[src/rtl/regfile_pkg.sv]
// Shared defaults and types for the register-file writeback scheduler.
package regfile_pkg;

    localparam int DEFAULT_BIT_NUMBER      = 64;
    localparam int DEFAULT_ADDR_NUMBER     = 5;
    localparam int DEFAULT_REGISTER_NUMBER = 16;

    // One writeback request as seen by the write port.
    typedef struct packed {
        logic                           valid;
        logic [DEFAULT_ADDR_NUMBER-1:0] addr;
        logic [DEFAULT_BIT_NUMBER-1:0]  data;
    } wb_req_t;

endpackage

[src/rtl/rr_arbiter2.sv]
// Two-way round-robin arbiter with one-hot grants.
// The pointer names the preferred requester and only moves on contention.
module rr_arbiter2 (
    input  logic       clk,
    input  logic       reset,
    input  logic [1:0] req,
    output logic [1:0] grant
);

    // 0 prefers req[0], 1 prefers req[1]
    logic ptr;

    // Grant the sole requester, or the preferred one when both request.
    always_comb begin
        grant = 2'b00;
        if (req == 2'b11) begin
            grant = ptr ? 2'b10 : 2'b01;
        end else begin
            grant = req;
        end
    end

    // Hand preference to the loser after a contended grant.
    always_ff @(posedge clk) begin
        if (reset) begin
            ptr <= 1'b0;
        end else if (req == 2'b11) begin
            ptr <= ~ptr;
        end
    end

endmodule

[src/rtl/regfile_wb_scheduler.sv]
// Writeback scheduler: arbitrates ALU and load writebacks onto the single
// register-file write port and keeps a pending scoreboard for issue hazards.
module regfile_wb_scheduler
    import regfile_pkg::*;
#(
    parameter int BIT_NUMBER      = DEFAULT_BIT_NUMBER,
    parameter int ADDR_NUMBER     = DEFAULT_ADDR_NUMBER,
    parameter int REGISTER_NUMBER = DEFAULT_REGISTER_NUMBER
) (
    input  logic                       clk,
    input  logic                       reset,
    input  logic                       req0_valid,
    input  logic [ADDR_NUMBER-1:0]     req0_addr,
    input  logic [BIT_NUMBER-1:0]      req0_data,
    output logic                       req0_ready,
    input  logic                       req1_valid,
    input  logic [ADDR_NUMBER-1:0]     req1_addr,
    input  logic [BIT_NUMBER-1:0]      req1_data,
    output logic                       req1_ready,
    input  logic                       issue_valid,
    input  logic [ADDR_NUMBER-1:0]     issue_src1,
    input  logic [ADDR_NUMBER-1:0]     issue_src2,
    input  logic [ADDR_NUMBER-1:0]     issue_dest,
    input  logic                       issue_has_dest,
    output logic                       issue_stall,
    output logic                       wr_en,
    output logic [ADDR_NUMBER-1:0]     wr_addr,
    output logic [BIT_NUMBER-1:0]      wr_data,
    output logic [REGISTER_NUMBER-1:0] pending
);

    logic [1:0]                 grant;
    wb_req_t                    sel;
    logic                       write_fire;
    logic                       src1_pend;
    logic                       src2_pend;
    logic                       dest_pend;
    logic                       issue_accept;
    logic [REGISTER_NUMBER-1:0] pending_d;

    rr_arbiter2 u_arb (
        .clk   (clk),
        .reset (reset),
        .req   ({req1_valid, req0_valid}),
        .grant (grant)
    );

    assign req0_ready = grant[0];
    assign req1_ready = grant[1];

    // Mux the granted request onto the write path.
    always_comb begin
        sel = '0;
        if (grant[0]) begin
            sel.valid = 1'b1;
            sel.addr  = req0_addr;
            sel.data  = req0_data;
        end else if (grant[1]) begin
            sel.valid = 1'b1;
            sel.addr  = req1_addr;
            sel.data  = req1_data;
        end
    end

    // Out-of-range destinations are consumed but never reach the register file.
    assign write_fire = sel.valid && (sel.addr < ADDR_NUMBER'(REGISTER_NUMBER));

    // Scoreboard lookups; addresses beyond the implemented range read as clear.
    always_comb begin
        src1_pend = 1'b0;
        src2_pend = 1'b0;
        dest_pend = 1'b0;
        for (int i = 0; i < REGISTER_NUMBER; i++) begin
            if (issue_src1 == ADDR_NUMBER'(i)) src1_pend = pending[i];
            if (issue_src2 == ADDR_NUMBER'(i)) src2_pend = pending[i];
            if (issue_dest == ADDR_NUMBER'(i)) dest_pend = pending[i];
        end
    end

    assign issue_stall  = issue_valid & (src1_pend | src2_pend | (issue_has_dest & dest_pend));
    assign issue_accept = issue_valid & ~issue_stall;

    // Next scoreboard: clear on the write that wr_en is about to show, then
    // apply the issue set so a same-cycle set overrides the clear.
    always_comb begin
        pending_d = pending;
        for (int i = 0; i < REGISTER_NUMBER; i++) begin
            if (write_fire && sel.addr == ADDR_NUMBER'(i)) pending_d[i] = 1'b0;
            if (issue_accept && issue_has_dest && issue_dest == ADDR_NUMBER'(i)) begin
                pending_d[i] = 1'b1;
            end
        end
    end

    // Scoreboard state.
    always_ff @(posedge clk) begin
        if (reset) begin
            pending <= '0;
        end else begin
            pending <= pending_d;
        end
    end

    // Registered write port; address/data hold when nothing is written.
    always_ff @(posedge clk) begin
        if (reset) begin
            wr_en   <= 1'b0;
            wr_addr <= '0;
            wr_data <= '0;
        end else begin
            wr_en <= write_fire;
            if (write_fire) begin
                wr_addr <= sel.addr[ADDR_NUMBER-1:0];
                wr_data <= sel.data[BIT_NUMBER-1:0];
            end
        end
    end

endmodule

[config.mk]
export PLATFORM = sky130hd
export DESIGN_NAME = regfile_wb_scheduler
export DESIGN_NICKNAME = d
export VERILOG_FILES = /design/src/rtl/regfile_pkg.sv /design/src/rtl/rr_arbiter2.sv /design/src/rtl/regfile_wb_scheduler.sv
export SDC_FILE = /design/constraint.sdc
export NUM_CORES = 1
export LEC_CHECK = 0
export ABC_CLOCK_PERIOD_IN_PS = 2900
export BUFFER_PORTS_ARGS = -buffer_cell sky130_fd_sc_hd__buf_2
export CAP_MARGIN = 10
export CORE_MARGIN = 3
export CORE_UTILIZATION = 40
export DETAILED_ROUTE_END_ITERATION = 10
export HOLD_SLACK_MARGIN = 0.03
export PLACE_DENSITY = 0.85
export SLEW_MARGIN = 20
export SYNTH_ARGS = -nofsm -noshare
export SYNTH_HDL_FRONTEND = slang
export SYNTH_SLANG_ARGS = --single-unit
[constraint.sdc]
create_clock -name clk -period 2.9 [get_ports clk]
set_clock_uncertainty 0.2 [all_clocks]
set_input_delay 0.145 -clock clk [delete_from_list [all_inputs] [get_ports clk]]
set_output_delay 0.145 -clock clk [all_outputs]
set_load 0.02 [all_outputs]
==> impl_metrics.csv, run 1 <==
group,metric,value,unit
status,status,"completed",
drt,wl_met3,1.92,mm
setup_path,r2r-end,"pending[15]",
setup_path,setup.worst_path.class,"in2reg",
drt,drt-met1-wl,7.52,mm
yosys,async_flop_share,0,%
sta,drv_slew,0,
placed_design,place.gp.congestion,0.883,
cells_and_area,drive_above_1_share,33.5,%
setup_path,r2r_start,"u_arb.ptr",
drt,drt-wirelength-per-cell,21.0,µm
yosys,synthCells,508,
sta,worst_slack,115,ps
floorplan,die_area,11800,µm²
floorplan,coreArea,10000,µm²
sta,worstMarginPinSlew,928,ps
setup_path,critPathLaunchType,"input pin",
placed_design,port_buffers,247,
yosys,synth_edf_count,0,
sta,final_hold_viol_count,0,
yosys,seq_area_frac_synth,41.2,%
setup_path,reg2reg_slack,140,ps
floorplan,start_util,42.1,%
grt,grt_usage,34.3,%
setup_path,rr_worst_depth,7,
cts,cts.clk_slew.worst_paths,90,ps
power_and_ir_drop,total_power,3.11,mW
sta,fmax,359,MHz
drt,top_layer,"met4",
yosys,ys_warn_count,0,
floorplan,ios,248,
sta,relSlewSlack,38.1,%
sta,setup_violations,0,
grt,grt_pass1_wl,31.6,mm
power_and_ir_drop,p_leak,3.28,nW
drt,via_count,6038,
cts,cts_num_sinks,87,
run,drv_cap,0,
yosys,syn-num-nets,667,
drt,antenna_left,0,
setup_path,critPathArrivalTime,2800,ps
drt,wl_met2,9.95,mm
setup_path,cp_max_fo,15,
grt,grt_pass1_vias,5972,
placed_design,pre_cts_ws,569,ps
grt,grt_max_degree,88,
drt,dr.first_iter.drc_count,626,
floorplan,die_w,109,µm
cts,cts_tree,"yes",
hold_path,min_from,"req0_addr[2]",
power_and_ir_drop,worst_ir_drop_vdd,0.278,mV
cts,clockBufferDepth,2,
yosys,ys_ff_latch,87,
yosys,avgSynthCellArea,8.32,µm²
setup_path,cp-end-kind,"flip-flop",
yosys,synth_ff_type,"dfxtp_1",
hold_path,min-delay-path-class,"in2reg",
grt,antenna_found_initial,1,
power_and_ir_drop,power.density,437,nW/µm²
cells_and_area,final_util,70.9,%
yosys,synth.distinct_cells,44,
cts,htree_num_levels,3,
cts,cts_buffers,9,
sta,setup-tns-final,0,ps
sta,holdWs,73.9,ps
cts,cts-root-buf,"clkbuf_8",
drt,routed_via_density,6.04,
sta,rsz0062_at_grt,"no",
cts,clock_latency,340,ps
hold_path,min_path_cells,3,
placed_design,hpwl,10.9,mm
grt,grt-ovfl-total,0,
hold_path,holdPathEnd,"wr_addr[2]",
drt,drc,0,
yosys,netlist_area,4230,µm²
floorplan,die_h,109,µm
setup_path,crit_required,2920,ps
cells_and_area,layout.nets,1020,
drt,firstDrtPassIters,6,
floorplan,row_count,36,
sta,period_minus_slack,2790,ps
drt,drt-total-wl,21.0,mm
cells_and_area,area_growth,68.5,%
sta,post-route-period-util,96.0,%
flip-flops by register name, summed over array words and instances, names as in the netlist:
name / flops
wr_data: 64
pending: 16
wr_addr: 5
u_arb.ptr: 1
wr_en: 1
area by class of cell:
class	count	area [µm²]
Antenna cell	2	5.00
Timing Repair Buffer	389	2680
Multi-Input combinational cell	368	2340
Inverter	6	22.5
Clock inverter	6	46.3
Fill cell	650	2920
Tap cell	133	166
Clock buffer	9	124
Sequential cell	87	1740
cell families after synthesis:
group                  count (synthesis)  synth area share (%)
buffers and inverters                 54                  5.00
XOR/XNOR                               1                 0.207
flip-flops                            87                  41.2
AND/OR/NAND/NOR                      221                  24.8
multiplexers                          18                  5.59
AO/OA/AOI/OAI                        127                  23.2
critical path: stages:
cell and delay (ps):
dlygate4sd3_1 540, buf_2 160, nand2b_1 190, and2_4 310, a22oi_1 170, or2_2 380, o21ai_0 240, o41ai_2 110
dlygate4sd3_1 560
power by group:
part	internal, mW	leakage, nW	switching, mW
logic	0.445	2.48	0.560
clock network	0.311	0.0817	0.450
registers	1.29	0.716	0.0588
placed cells by master, fill, tap and decap left out, types with 2 or more instances in the layout:
| master | n |
|---|---|
| diode_2 | 2 |
| dfxtp_1 | 86 |
| a22o_1 | 2 |
| nand2b_1 | 9 |
| nor2_1 | 77 |
| dlygate4sd3_1 | 134 |
| nand4_1 | 2 |
| buf_2 | 247 |
| a32oi_1 | 2 |
| a22oi_1 | 4 |
| buf_4 | 4 |
| nand3b_1 | 2 |
| nor4_1 | 2 |
| buf_12 | 3 |
| clkinv_4 | 2 |
| o211ai_1 | 3 |
| nand2_1 | 22 |
| or3_1 | 2 |
| mux2_2 | 4 |
| inv_1 | 6 |
| a221oi_1 | 64 |
| nor2b_1 | 20 |
| mux4_2 | 4 |
| o21ai_0 | 31 |
| a21oi_1 | 2 |
| a211oi_1 | 4 |
| nand3_1 | 4 |
| clkbuf_8 | 9 |
| nor3_1 | 70 |
| mux2i_1 | 9 |
| a311oi_1 | 2 |
| clkinvlp_4 | 2 |
| nor3b_1 | 4 |
metrics by stage:
step / std cells / cell area (µm²)
CTS: 996 / 7080
global placement: 847 / 5560
detailed placement: 847 / 5560
finish: 1000 / 7120
floorplan: 508 / 4230
global route: 998 / 7120
cells in the mapped netlist, types with 3 or more instances:
| cell type | n | area [µm²] |
|---|---|---|
| nor2b_1 | 21 | 131 |
| buf_2 | 7 | 35.0 |
| a22o_1 | 3 | 26.3 |
| dfxtp_1 | 87 | 1740 |
| mux2i_1 | 9 | 90.1 |
| mux4_2 | 4 | 90.1 |
| nand2b_1 | 9 | 56.3 |
| nand3_1 | 4 | 20.0 |
| o211ai_1 | 3 | 22.5 |
| a22oi_1 | 4 | 30.0 |
| inv_1 | 6 | 22.5 |
| nor3b_1 | 4 | 30.0 |
| nor3_1 | 70 | 350 |
| o21ai_0 | 31 | 155 |
| a32oi_1 | 3 | 26.3 |
| nor2_1 | 78 | 293 |
| a221oi_1 | 64 | 561 |
| clkbuf_1 | 37 | 139 |
| buf_1 | 4 | 15.0 |
| nand2_1 | 22 | 82.6 |
| mux2_2 | 4 | 45.0 |
| a211oi_1 | 4 | 30.0 |
repair_timing:
action	CTS	global route
endpoints found under the hold margin	69	0
setup endpoints to repair	0	47
hold buffers	134	0
buffers inserted	0	1
gates resized for setup	0	7
routing by layer:
metal  up-vias  global-route usage (%)
li1       2621                       -
met1      2784                    40.0
met2       498                    56.7
met3       135                    8.23
met4         0                    21.0
met5         -                       0
worst max path at each step:
| stage | from | endpoint | slack, ps | depth (start not counted) |
|---|---|---|---|---|
| finish | req0_valid | pending[15] | 110 | 9 |
| global route | req0_valid | pending[15] | 10 | 9 |
| CTS | issue_dest[3] | issue_stall | 90 | 9 |
| detailed placement | issue_dest[0] | issue_stall | 570 | 8 |
| global placement | issue_dest[0] | issue_stall | 580 | 8 |
| floorplan | pending[11] | pending[13] | 770 | 5 |
(Power assumes the default switching activity.)
==> run 2: changes to the inputs <==
==> constraint.sdc (replaced) <==
create_clock -name clk -period 2.9 [get_ports clk]
set_clock_uncertainty 0.2 [all_clocks]
set_input_delay 0.29 -clock clk [delete_from_list [all_inputs] [get_ports clk]]
set_output_delay 0.29 -clock clk [all_outputs]
set_load 0.02 [all_outputs]
==> run 2 against run 1 <==
  * Largest power group unchanged
  * Highest routed layer is now met5
  * Non-clock buffer count is 124 lower
  * Sequential share of layout area is 5.3 points higher
  * Flip-flop and latch count stayed put
==> impl_metrics.csv, run 2 (synthesis results as in run 1) <==
group,metric,value,unit
status,status,"completed",
floorplan,die_w,109,µm
grt,antenna_found_initial,1,
cts,cts_resized,0,
sta,rsz0062_at_grt,"no",
drt,drc,0,
floorplan,start_util,42.1,%
sta,setup-tns-final,0,ps
sta,drv_slew,0,
drt,wl_met3,998,µm
placed_design,port_buffers,247,
cts,htree_num_levels,3,
setup_path,critPathLaunchType,"flip-flop",
hold_path,holdPathEnd,"wr_data[59]",
drt,drt-total-wl,15.0,mm
setup_path,setup.worst_path.class,"reg2out",
drt,via_count,4941,
power_and_ir_drop,power.density,487,nW/µm²
drt,drt-met1-wl,5.69,mm
floorplan,ios,248,
cts,cts-root-buf,"clkbuf_8",
cts,postCtsSetupBuffers,0,
power_and_ir_drop,total_power,2.85,mW
drt,firstDrtPassIters,4,
cells_and_area,top_regs,"wr_data (64), pending (16), wr_addr (5)",
cts,postCtsHoldBufs,11,
grt,grt_pass1_wl,22.6,mm
cells_and_area,layout.nets,895,
floorplan,row_count,36,
setup_path,reg2reg_slack,310,ps
sta,worstMarginPinSlew,934,ps
drt,routed_via_density,5.65,
setup_path,crit_required,2410,ps
setup_path,rr_worst_depth,6,
sta,fmax,377,MHz
cts,clockBufferDepth,2,
setup_path,cp-end-kind,"output port",
cells_and_area,final_common_cell,"buf_2",
floorplan,coreArea,10000,µm²
cells_and_area,drive_above_1_share,38.3,%
setup_path,r2r-end,"wr_data[22]",
grt,grt_usage,24.2,%
sta,setup_violations,0,
cells_and_area,largest_register,"wr_data",
grt,grt_pass1_vias,4533,
floorplan,die_area,11800,µm²
sta,relSlewSlack,37.7,%
setup_path,critPathArrivalTime,2160,ps
drt,wl_met2,7.67,mm
grt,grt_max_degree,88,
drt,top_layer,"met5",
floorplan,die_h,109,µm
hold_path,min_from,"req1_data[59]",
cts,clock_latency,350,ps
cts,cts_tree,"yes",
cts,cts.clk_slew.worst_paths,90,ps
placed_design,hpwl,11.0,mm
cts,cts_num_sinks,87,
run,drv_cap,0,
drt,drt-wirelength-per-cell,17.1,µm
cells_and_area,largest_reg_flops,64,
cells_and_area,antenna_cells,0,
setup_path,r2r_start,"u_arb.ptr",
hold_path,min_path_cells,3,
sta,final_hold_viol_count,0,
sta,period_minus_slack,2650,ps
placed_design,place.gp.congestion,0.933,
power_and_ir_drop,p_leak,2.65,nW
cells_and_area,area_growth,38.5,%
drt,dr.first_iter.drc_count,332,
drt,antenna_left,0,
cells_and_area,layout_common_cells,"247 x buf_2, 87 x dfxtp_1, 78 x nor2_1",
sta,post-route-period-util,91.5,%
hold_path,min-delay-path-class,"in2reg",
setup_path,cp_max_fo,6,
power_and_ir_drop,worst_ir_drop_vdd,0.293,mV
grt,grt-ovfl-total,0,
cts,cts_buffers,9,
==> run 2: changes by cell type in the layout (fill, tap and decap cells not counted), sizes merged <==
cell,delta
buf,-1
clkbuf,+2
dlygate4sd3,-123
a21boi,-1
clkinv,-1
diode,-2
==> run 2: per-stage QoR <==
stage	area [µm²]	setup WS [ps]	std cells	hold slack (ps)	utilization (%)
after global placement	5560	408	847	261	55.4
after global routing	5860	138	874	34.6	58.3
after detailed placement	5560	342	847	263	55.4
after floorplan	4230	568	508	276	-
after CTS	5860	251	874	30.0	58.3
final	5860	248	874	35.7	58.3
==> run 2: final cells by class <==
| class | count | area, µm² |
|---|---|---|
| multi-input combinational | 367 | 2310 |
| clock inverter | 5 | 41.3 |
| fill | 918 | 4190 |
| clock buffer | 11 | 141 |
| timing repair buffer | 265 | 1440 |
| tap | 133 | 166 |
| sequential | 87 | 1740 |
| inverter | 6 | 22.5 |
==> run 2: worst max-delay path by stage <==
stage | from | end | slack, ps | cells after the start
after floorplan | issue_src2[1] | issue_stall | 570 | 6
after global placement | issue_dest[0] | pending[13] | 410 | 8
after detailed placement | issue_dest[0] | pending[13] | 340 | 8
after CTS | pending[10] | issue_stall | 250 | 6
after global routing | u_arb.ptr | wr_data[22] | 140 | 6
final | pending[10] | issue_stall | 250 | 6
==> run 2: metal layers <==
metal / GRT usage (%) / vias up
met1: 28.4 / 2306
met3: 5.03 / 43
met5: 0 / -
met4: 10.6 / 2
li1: - / 2357
met2: 42.6 / 233
==> run 2: power breakdown <==
part           switching [mW]  total [mW]  internal (mW)
sequential             0.0479        1.33           1.29
combinational           0.459       0.751          0.293
clock                   0.426       0.767          0.341
==> run 2: worst max-delay path: stages, from the launching register on <==
cell       delay (ps)
dfxtp_1           390
mux4_2            490
mux2_2            280
o221ai_2          170
o2111ai_2         150
and2_1            190
buf_2             150
==> run 3: changes to the inputs <==
- CELL_PAD_IN_SITES_DETAIL_PLACEMENT: unset -> 1
- CELL_PAD_IN_SITES_GLOBAL_PLACEMENT: unset -> 1
- CORE_UTILIZATION: 40 -> 30
- PLACE_DENSITY: 0.85 -> 0.91
==> run 3 against run 2 <==
  * Register-to-register slack better by 240 ps
  * First-iteration DRC count down 42%
  * Wire length up 9.2%
  * Total power up 17%
  * Critical path depth unchanged
  * Worst setup slack better by 8.7 ps
  * Maximum frequency up 0.33%
  * Non-clock buffer count down 12
  * Combinational power down 0.7%
  * Flip-flop and latch count unchanged
  * Clock power up 63%
  * Clock-buffer cell count unchanged
  * Critical path type unchanged
==> impl_metrics.csv, run 3 (synthesis results as in run 1) <==
group,metric,value,unit
floorplan,die_area,15600,µm²
cells_and_area,fin_area,5930,µm²
sta,worst_slack,257,ps
grt,grt_max_degree,88,
cells_and_area,antenna_cells,0,
floorplan,die_h,125,µm
cells_and_area,final_common_cell,"buf_2",
setup_path,crit_chain,"mux4_2 -> mux2_2 -> o221ai_2 -> o2111ai_2 -> and2_1 -> buf_2",
floorplan,die_w,125,µm
cts,cts.clk_slew.worst_paths,60,ps
cts,cts_resized,0,
drt,via_count,4899,
cells_and_area,drive_above_1_share,38.8,%
setup_path,max_stage_delay,490,ps
sta,final_hold_viol_count,0,
hold_path,min_path_cells,3,
cts,cts_buffers,9,
drt,antenna_left,0,
cells_and_area,top_regs,"wr_data (64), pending (16), wr_addr (5)",
drt,firstDrtPassIters,4,
sta,rsz0062_at_grt,"no",
setup_path,critPathLaunchType,"flip-flop",
cts,cts_tree,"yes",
sta,setup-tns-final,0,ps
cells_and_area,area_growth,40.4,%
cells_and_area,layout.nets,883,
setup_path,rr_worst_depth,6,
cts,htree_num_levels,3,
cts,clockBufferDepth,2,
cts,clock_latency,330,ps
power_and_ir_drop,power_switching,982,µW
floorplan,ios,248,
grt,antenna_found_initial,0,
setup_path,path_buf_inv,1,
power_and_ir_drop,sw_frac_of_total,29.5,%
placed_design,place.gp.congestion,0.860,
cts,cts-root-buf,"clkbuf_16",
power_and_ir_drop,p_seq_share,40.1,%
placed_design,pre_cts_ws,315,ps
setup_path,critPathArrivalTime,2150,ps
drt,drt-wirelength-per-cell,18.1,µm
drt,drt-total-wl,16.3,mm
drt,drc,0,
power_and_ir_drop,p_leak,2.66,nW
sta,fmax,378,MHz
grt,grt_usage,20.3,%
setup_path,cp-end-kind,"output port",
sta,setup_violations,0,
sta,relSlewSlack,36.3,%
setup_path,slowest_stage,"mux4_2",
floorplan,start_util,31.3,%
setup_path,critPathTopFamily,"multiplexers",
power_and_ir_drop,clockPowerShare,37.5,%
power_and_ir_drop,combPwrFrac,22.4,%
cts,postCtsSetupBuffers,0,
grt,grt_pass1_vias,5092,
drt,routed_via_density,5.41,
status,status,"completed",
grt,grt_pass1_wl,26.2,mm
power_and_ir_drop,power.density,561,nW/µm²
power_and_ir_drop,worst_ir_drop_vdd,0.255,mV
run,drv_cap,0,
cts,postCtsHoldBufs,0,
sta,period_minus_slack,2640,ps
setup_path,setup.worst_path.class,"reg2out",
cells_and_area,largest_register,"wr_data",
grt,grt-ovfl-total,0,
setup_path,crit_required,2410,ps
cells_and_area,layout_common_cells,"247 x buf_2, 87 x dfxtp_1, 78 x nor2_1",
cts,cts_num_sinks,87,
drt,dr.first_iter.drc_count,192,
power_and_ir_drop,internal-power,2.35,mW
placed_design,dpl-instance-area,5610,µm²
sta,worstMarginPinSlew,955,ps
floorplan,coreArea,13500,µm²
placed_design,hpwl,12.2,mm
setup_path,cp_max_fo,6,
cells_and_area,final_util,43.9,%
placed_design,port_buffers,247,
sta,holdWs,51.6,ps
cells_and_area,largest_reg_flops,64,
setup_path,path_depth,6,
floorplan,row_count,42,
sta,drv_slew,0,
hold_path,min-delay-path-class,"in2reg",
sta,post-route-period-util,91.2,%
[run 3: metal layers]
layer | vias up | GRT usage (%) | wire length [µm]
li1 | 2337 | - | -
met1 | 2367 | 24.2 | 6660
met2 | 174 | 36.5 | 8450
met3 | 21 | 4.12 | 942
met4 | 0 | 6.51 | 291
met5 | - | 0 | 0
[run 3: through the flow]
stage / instances / total power [mW]
CTS: 905 / 3.37
floorplan: 508 / 1.79
global route: 905 / 3.50
finish: 905 / 3.33
detailed placement: 889 / 2.11
global placement: 889 / 2.09
[run 3: worst register-to-register path: stages, from the launching register on]
cell and delay (ps):
dfxtp_1 380, mux4_2 490, mux2_2 290, o221ai_2 170, o2111ai_2 160, buf_4 220, o41ai_1 340
[run 3: power groups by stage]
stage	registers [mW]	logic [mW]	clock network, mW
after floorplan	1.47	0.317	0
after global placement	1.35	0.733	0
after detailed placement	1.36	0.751	0
after CTS	1.33	0.754	1.28
after global routing	1.35	0.821	1.33
final	1.33	0.746	1.25
[run 3: final cells by class]
type / count / area (µm²)
Multi-Input combinational cell: 367 / 2310
Inverter: 6 / 22.5
Clock inverter: 5 / 81.3
Fill cell: 1724 / 7570
Tap cell: 176 / 220
Sequential cell: 87 / 1740
Timing Repair Buffer: 253 / 1320
Clock buffer: 11 / 243
[run 3: path summary, 6_finish.rpt]
| check | start | slack, ps | to |
|---|---|---|---|
| worst max-delay path | pending[8] | 260 | issue_stall |
| worst min-delay path | req1_data[2] | 50 | wr_data[2] |
| worst max register to register | pending[8] | 550 | pending[13] |
| worst min register to register | wr_addr[4] | 270 | wr_addr[4] |
